===== config.mk =====
export PLATFORM = sky130hd
export DESIGN_NAME = load_store_unit
export DESIGN_NICKNAME = d
export VERILOG_FILES = /design/src/rtl/riscv_pkg.sv /design/src/rtl/lsu_align.sv /design/src/rtl/load_store_unit.sv
export SDC_FILE = /design/constraint.sdc
export NUM_CORES = 1
export LEC_CHECK = 0
export CAP_MARGIN = 20
export CORE_MARGIN = 2
export CORE_UTILIZATION = 31
export DETAILED_ROUTE_END_ITERATION = 10
export SLEW_MARGIN = 10
export SYNTH_ARGS = -nofsm -noshare
export SYNTH_HDL_FRONTEND = slang
export SYNTH_HIERARCHICAL = 1
export SYNTH_SLANG_ARGS = --single-unit

===== constraint.sdc =====
create_clock -name clk -period 2 [get_ports clk]
set_clock_uncertainty 0.05 [all_clocks]
set_input_delay 0.4 -clock clk [delete_from_list [all_inputs] [get_ports clk]]
set_output_delay 0.4 -clock clk [all_outputs]
set_load 0.03 [all_outputs]

===== src/rtl/riscv_pkg.sv =====
// Shared RV32I load/store definitions: funct3 width codes and the LSU state type.
package riscv_pkg;

   localparam logic [2:0] F3_B  = 3'b000;
   localparam logic [2:0] F3_H  = 3'b001;
   localparam logic [2:0] F3_W  = 3'b010;
   localparam logic [2:0] F3_BU = 3'b100;
   localparam logic [2:0] F3_HU = 3'b101;

   typedef enum logic [1:0] {
      IDLE = 2'd0,
      REQ  = 2'd1,
      WAIT = 2'd2,
      RESP = 2'd3
   } lsu_state_t;

endpackage


===== src/rtl/lsu_align.sv =====
// Combinational lane logic for the LSU: byte enables, store data replication,
// misalign/illegal detection on the request side, and load lane extraction
// with sign/zero extension on the response side.
module lsu_align
   import riscv_pkg::*;
#(
   parameter int MISALIGN_CHECK = 1
) (
   input  logic        we,
   input  logic [2:0]  funct3,
   input  logic [1:0]  addr_lo,
   input  logic [31:0] wdata,
   output logic [1:0]  offset,
   output logic [3:0]  be,
   output logic [31:0] lane_wdata,
   output logic        fault,
   input  logic [2:0]  ld_funct3,
   input  logic [1:0]  ld_offset,
   input  logic [31:0] rdata,
   output logic [31:0] ld_data
);

   logic        legal;
   logic        misaligned;
   logic [31:0] lane;

   // Request side: width decode, lane placement and fault detection; the offset is
   // forced to the natural alignment so that unchecked accesses behave as aligned.
   always_comb begin
      legal      = 1'b0;
      misaligned = 1'b0;
      offset     = addr_lo;
      be         = 4'b0000;
      lane_wdata = wdata;
      case (funct3)
         F3_B, F3_BU: begin
            legal      = !we || (funct3 == F3_B);
            offset     = addr_lo;
            be         = 4'b0001 << addr_lo;
            lane_wdata = {4{wdata[7:0]}};
         end
         F3_H, F3_HU: begin
            legal      = !we || (funct3 == F3_H);
            misaligned = addr_lo[0];
            offset     = {addr_lo[1], 1'b0};
            be         = 4'b0011 << {addr_lo[1], 1'b0};
            lane_wdata = {2{wdata[15:0]}};
         end
         F3_W: begin
            legal      = 1'b1;
            misaligned = (addr_lo != 2'b00);
            offset     = 2'b00;
            be         = 4'b1111;
            lane_wdata = wdata;
         end
         default: begin
            legal = 1'b0;
         end
      endcase
      fault = !legal || ((MISALIGN_CHECK != 0) && misaligned);
   end

   // Response side: shift the addressed lane down to bit 0, then extend by width/sign.
   always_comb begin
      lane = rdata >> {ld_offset, 3'b000};
      case (ld_funct3)
         F3_B:    ld_data = {{24{lane[7]}}, lane[7:0]};
         F3_BU:   ld_data = {24'h000000, lane[7:0]};
         F3_H:    ld_data = {{16{lane[15]}}, lane[15:0]};
         F3_HU:   ld_data = {16'h0000, lane[15:0]};
         default: ld_data = lane;
      endcase
   end

endmodule


===== src/rtl/load_store_unit.sv =====
// RV32I load/store unit: accepts one op at a time from the core, issues a single
// word-aligned memory request, and returns one response pulse per op.
module load_store_unit
   import riscv_pkg::*;
#(
   parameter int MISALIGN_CHECK = 1
) (
   input  logic        clk,
   input  logic        rst_n,
   input  logic        req_valid,
   output logic        req_ready,
   input  logic        req_we,
   input  logic [2:0]  req_funct3,
   input  logic [31:0] req_addr,
   input  logic [31:0] req_wdata,
   output logic        mem_valid,
   input  logic        mem_ready,
   output logic        mem_we,
   output logic [31:0] mem_addr,
   output logic [3:0]  mem_be,
   output logic [31:0] mem_wdata,
   input  logic        mem_rvalid,
   input  logic [31:0] mem_rdata,
   output logic        rsp_valid,
   output logic [31:0] rsp_rdata,
   output logic        rsp_err
);

   lsu_state_t  state;
   lsu_state_t  next_state;

   logic [29:0] word_addr_q;
   logic [1:0]  offset_q;
   logic [3:0]  be_q;
   logic [31:0] wdata_q;
   logic        we_q;
   logic [2:0]  funct3_q;
   logic [31:0] rdata_q;
   logic        err_q;

   logic [1:0]  offset;
   logic [3:0]  be;
   logic [31:0] lane_wdata;
   logic        fault;
   logic [31:0] ld_data;
   logic        accept;

   assign accept = (state == IDLE) && req_valid;

   lsu_align #(
      .MISALIGN_CHECK(MISALIGN_CHECK)
   ) u_align (
      .we         (req_we),
      .funct3     (req_funct3),
      .addr_lo    (req_addr[1:0]),
      .wdata      (req_wdata),
      .offset     (offset),
      .be         (be),
      .lane_wdata (lane_wdata),
      .fault      (fault),
      .ld_funct3  (funct3_q),
      .ld_offset  (offset_q),
      .rdata      (mem_rdata),
      .ld_data    (ld_data)
   );

   // State register.
   always_ff @(posedge clk or negedge rst_n) begin
      if (!rst_n) begin
         state <= IDLE;
      end else begin
         state <= next_state;
      end
   end

   // Next-state logic; faulting ops skip the memory entirely and respond next cycle.
   always_comb begin
      next_state = state;
      case (state)
         IDLE: if (req_valid) next_state = fault ? RESP : REQ;
         REQ:  if (mem_ready) next_state = we_q ? RESP : WAIT;
         WAIT: if (mem_rvalid) next_state = RESP;
         RESP: next_state = IDLE;
         default: next_state = IDLE;
      endcase
   end

   // Op capture at accept and load data capture in WAIT; the memory-side fields are
   // left untouched by a faulting op since it never reaches the bus.
   always_ff @(posedge clk or negedge rst_n) begin
      if (!rst_n) begin
         word_addr_q <= '0;
         offset_q    <= '0;
         be_q        <= '0;
         wdata_q     <= '0;
         we_q        <= 1'b0;
         funct3_q    <= '0;
         rdata_q     <= '0;
         err_q       <= 1'b0;
      end else begin
         if (accept) begin
            err_q   <= fault;
            rdata_q <= '0;
            if (!fault) begin
               word_addr_q <= req_addr[31:2];
               offset_q    <= offset;
               be_q        <= be;
               wdata_q     <= lane_wdata;
               we_q        <= req_we;
               funct3_q    <= req_funct3;
            end
         end
         if ((state == WAIT) && mem_rvalid) begin
            rdata_q <= ld_data;
         end
      end
   end

   // Outputs decoded from state; response fields read as zero outside RESP.
   always_comb begin
      req_ready = (state == IDLE);
      mem_valid = (state == REQ);
      rsp_valid = (state == RESP);
      rsp_err   = (state == RESP) && err_q;
      rsp_rdata = (state == RESP) ? rdata_q : 32'h0000_0000;
      mem_addr  = {word_addr_q, 2'b00};
      mem_be    = be_q;
      mem_we    = we_q;
      mem_wdata = wdata_q;
   end

endmodule


==> flow_metrics.env <==
export IMPL_outcome="completed"
export IMPL_synth_edf_count=0
export IMPL_finalHoldViolCount=0
export IMPL_setup_viol=0
export IMPL_setup_slack_ns=0.05979
export IMPL_holdWs_ns=0.4464
export IMPL_cts_made_buffers=9
export IMPL_cts_sinks=107
export IMPL_grtUsageTotal=0.1657
export IMPL_drt_first_pass_iters=4
export IMPL_critPathCaptureType="output port"
export IMPL_fp_dieW_um=142.3
export IMPL_synth_area_per_cell_um2=12.60
export IMPL_placedCellCount=907
export IMPL_multi_input_area_mm2=0.002984
export IMPL_max_cap_violations=0
export IMPL_area_growth_pct=48.69
export IMPL_grt_pass1_wl_um=26190
export IMPL_pre_cts_ws_ns=-0.4251
export IMPL_cpMostUsedCell="buf_4"
export IMPL_vdd_ir_drop_max_v=0.0009569
export IMPL_core_mm2=0.01877
export IMPL_syn_inst=471
export IMPL_setup_worst_path_start_class="flip-flop"
export IMPL_crit_slowest_cell="dfrtp_2"
export IMPL_power_density_mw_per_mm2=1528
export IMPL_synthTopCellsByArea="dfrtp_1 (45%), mux2_4 (18%), mux2_2 (6.5%), a22o_1 (4.7%), and2_1 (3.8%)"
export IMPL_instances_no_fill=931
export IMPL_start_util=0.3161
export IMPL_hp_class="flip-flop to flip-flop"
export IMPL_total_power_mw=13.48
export IMPL_io_pins=210
export IMPL_synth_top_area_frac=0.4513
export IMPL_drtIter0Drc=139
export IMPL_cts_root_buf="clkbuf_16"
export IMPL_cts_tree="done"
export IMPL_design_die_area_mm2=0.02026
export IMPL_yosysSeqAreaShare=0.4513
export IMPL_synthDistinctLibCells=45
export IMPL_cp_required_ns=1.55
export IMPL_slew_violations=0
export IMPL_die_h_um=142.3
export IMPL_ys_top_cells_by_count="dfrtp_1 (107), mux2_4 (70), and2_1 (36)"
export IMPL_p_leak_nw=4.175
export IMPL_drc=0
export IMPL_drive_above_1_share=0.3199
export IMPL_grt_max_degree=46
export IMPL_yosys_register_bits=107
export IMPL_vias=4548
export IMPL_cts_clk_slew_worst_paths_ns=0.07
export IMPL_wl_um=17020
export IMPL_antenna_cells=0
export IMPL_num_nets_final=802
export IMPL_crit_path_cell_trace="buf_4 > inv_1 > ha_2 > buf_4 > buf_6"
export IMPL_detail_route_antenna_nets=0
export IMPL_seq_area_mm2=0.002680
export IMPL_worst_pin_slew_ns=0.5456
export IMPL_fmax_mhz=515.4
export IMPL_nFillCells=1700
export IMPL_htreeDepth=3
export IMPL_row_count=50
export IMPL_dp_hpwl_um=12200
export IMPL_max_stage_delay_ns=0.43
export IMPL_crit_fanout=6
export IMPL_grt_pass1_vias=4838
export IMPL_crit_arrival_ns=1.49
export IMPL_synthesis_area_mm2=0.005933
export IMPL_synth_most_common_cell="dfrtp_1"
export IMPL_async_reset_ff_frac=1.000
export IMPL_wl_per_cell_um=18.29
export IMPL_period_minus_slack_ns=1.940
export IMPL_synth_flop_cell="dfrtp_1"
export IMPL_grt_overflow_total=0
export IMPL_ctsLongestPathBuffers=2
export IMPL_critPathKind="flip-flop to output port"
export IMPL_yosysWarnings=6
export IMPL_maxSlewHeadroom=0.6349
export IMPL_place_congestion=0.8489
export IMPL_clk_latency_ns=0.35
export IMPL_portBuffers=207
export IMPL_via_per_inst=4.885
export IMPL_antenna_found_initial=0
export IMPL_yosys_area_top_type="dfrtp_1"
export IMPL_finalCritPeriodShare=0.9701
export IMPL_final_core_util=0.4701
[sequential cells by signal (all words and copies together), names as in the netlist]
name         count
mem_wdata       32
err_q            1
offset_q         2
mem_we           1
rdata_q         32
mem_be           4
word_addr_q     30
funct3_q         3
state            2
[worst max-delay path: cells and delay by family, from the launching register on]
| kind | cells | cell delay, ns |
|---|---|---|
| buffers and inverters | 4 | 0.53 |
| flip-flops | 1 | 0.43 |
| adder cells (fa/ha/maj) | 1 | 0.19 |
[cells by family after synthesis]
family                   after synthesis  share of synthesized area
multiplexers                         121                     0.2708
AND/OR/NAND/NOR                      116                     0.1139
flip-flops                           107                     0.4513
AO/OA/AOI/OAI                         76                    0.09996
buffers and inverters                 44                    0.05145
adder cells (fa/ha/maj)                5                    0.01054
other                                  1                  0.0006320
XOR/XNOR                               1                   0.001476
[final cells by class]
cell class | count | area share
well taps | 234 | 0.03319
repair buffers | 249 | 0.2933
inverters | 4 | 0.001702
clock inverters | 4 | 0.002978
multi-input cells | 321 | 0.3382
clock buffers | 12 | 0.02680
flip-flops and latches | 107 | 0.3038
[per-layer routing]
| metal | up-vias | wire length (um) | track usage |
|---|---|---|---|
| li1 | 2112 | - | - |
| met1 | 2216 | 7219 | 0.2114 |
| met2 | 204 | 7990 | 0.2693 |
| met3 | 16 | 1602 | 0.05720 |
| met4 | 0 | 212 | 0.04377 |
| met5 | - | 0 | 0 |
[report_power, final]
part / total, mW / switching [mW] / internal [mW]
Clock: 1.66 / 0.813 / 0.849
Combinational: 7.95 / 3.96 / 3.99
Sequential: 3.87 / 0.719 / 3.15
[per-stage QoR]
step                       TNS (ns)  instance area (um^2)
final                             0                  8822
after floorplan                   0                  5937
after global placement       -27.12                  8427
after detailed placement     -27.37                  8427
after global routing      -0.007447                  8822
after CTS                         0                  8772
[layout by cell type (no fill, tap or decap), types with 10 or more instances in the layout]
| master | netlist | routed |
|---|---|---|
| clkdlybuf4s50_1 | 0 | 168 |
| dfrtp_1 | 107 | 105 |
| mux2_4 | 70 | 70 |
| buf_4 | 13 | 54 |
| and2_1 | 36 | 34 |
| mux2_2 | 34 | 34 |
| nand2_1 | 33 | 33 |
| a22o_1 | 32 | 32 |
| buf_12 | 0 | 20 |
| mux2i_1 | 15 | 15 |
| o21ai_0 | 11 | 11 |
| nor2_1 | 10 | 10 |
| clkbuf_16 | 0 | 10 |
| nand3_2 | 10 | 10 |
[what timing repair did]
action / CTS / global route
endpoints found under the hold margin: 24 / 0
hold buffers: 1 / 0
gates cloned: 1 / 1
pin swaps: 0 / 1
setup endpoints to repair: 76 / 50
buffers inserted: 4 / 1
gates resized for setup: 6 / 10
[path summary, 6_finish.rpt]
kind	from	end	slack, ns	cells past startpoint
min in group asynchronous	rst_n	rdata_q[10]$_DFFE_PN0P_	0.48	2
worst max register to register	offset_q[1]$_DFFE_PN0P_	rdata_q[13]$_DFFE_PN0P_	0.19	5
worst min-delay path	rdata_q[24]$_DFFE_PN0P_	rdata_q[24]$_DFFE_PN0P_	0.45	1
worst max-delay path	state[0]$_DFFE_PN0P_	req_ready	0.06	5
max in group asynchronous	rst_n	word_addr_q[19]$_DFFE_PN0P_	0.85	3
worst min register to register	rdata_q[24]$_DFFE_PN0P_	rdata_q[24]$_DFFE_PN0P_	0.45	1
No activity file was read; power rests on OpenSTA's default activity.
==> RTL change (same flow settings) <==
Re-encode `lsu_state_t` (4 states) as one-hot, 4 bits wide.
--- a/src/rtl/riscv_pkg.sv
+++ b/src/rtl/riscv_pkg.sv
@@ -8,9 +8,9 @@
    localparam logic [2:0] F3_HU = 3'b101;
 
-   typedef enum logic [1:0] {
-      IDLE = 2'd0,
-      REQ  = 2'd1,
-      WAIT = 2'd2,
-      RESP = 2'd3
+   typedef enum logic [3:0] {
+      IDLE = 4'b0001,
+      REQ  = 4'b0010,
+      WAIT = 4'b0100,
+      RESP = 4'b1000
    } lsu_state_t;
 
Check against the original RTL: same outputs for any inputs over 10 cycles, from zero or initial values and one cycle with rst_n low; not proved beyond that.
==> RTL change against the unedited design <==
  * The flow now finishes with violations (setup timing)
  * Sequential share of layout area fell by 0.52 points
  * Sequential cell count up 2
  * Setup slack got worse by 0.22 ns
  * Sequential power down 8.8%
  * Routed wire length up 2.0%
  * Area after synthesis decreased by 2.4%
  * Cell area is 3.7% higher
  * Power decreased by 11%
  * Synthesized cell count increased by 2.3%
  * Critical path type unchanged
  * Largest power group unchanged
==> RTL change: results <==
final_layout:
  n_all_buffers: 259
  multi_input_cells: 330
  final_nets: 816
  clkCellAreaFrac_pct: 3.68
  final_cell_area_um2: 9150
  buf_share_pct: 31.1
  multi_input_area_share_pct: 32.1
  inv_count: 2
place:
  gp_congestion: 0.806
  dpl_worst_slack_ns: -0.372
global_route:
  grtUsageMet3_pct: 5.06
  track_usage_pct: 17.1
  gr-usage-met2_pct: 28.6
clocking:
  post_cts_resized: 60
  cts-hold-fix-buffers: 0
  post_cts_buffers: 6
detailed_routing:
  met1_length_um: 7480
  wl_met3_um: 1280
critical_path:
  r2r_cells: 7
  reg2reg_from: "state[1]"
  r2r_slack_ns: 0.02
  cp.arrival_ns: 1.71
timing:
  finalSetupViolations: 35
  tightest_slew_ns: 0.624
  layout_setup_ws_ns: -0.159
outcome:
  run_status: "complete, but fails checks"
  failed_checks: "setup timing"
synthesis:
  synthTopCellsByCount: "dfrtp_1, mux2_1, and2_1, mux2_2, nand2_1"
  ys_seq_area_share_pct: 47.1
power:
  power_switching_w: 0.00473
  power_frac_comb_pct: 53.8
[RTL change: cell count changes after synthesis, moves of 3 or more]
cell      delta
a21oi_1      +3
ha_1         -5
mux2_1      +69
mux2_4      -69
nand3b_1     +4
nor3b_1      +3
[RTL change: how the worst min path moves through the flow]
stage,endpoint,cells after the start,slack [ns],from
floorplan,err_q,0,0.05,rst_n
CTS,rdata_q[4],2,0.11,rst_n
detailed placement,rdata_q[2],1,0.42,rdata_q[2]
global placement,word_addr_q[29],1,0.43,word_addr_q[29]
finish,rdata_q[4],2,0.08,rst_n
global route,rdata_q[1],2,0.13,rst_n
[RTL change: logic make-up (layout without fill, tap and decap cells)]
kind of cell              after synthesis  in the layout  synth area share (%)
and+or+nand+nor                       128            128                  13.8
muxes                                 121            121                  23.3
DFF                                   109            109                  47.1
AOI/OAI and AO/OA                      77             77                  10.3
buffers and inverters                  44            275                  5.21
xor gates and xnor gates                2              2                 0.302
other                                   1              2                0.0647
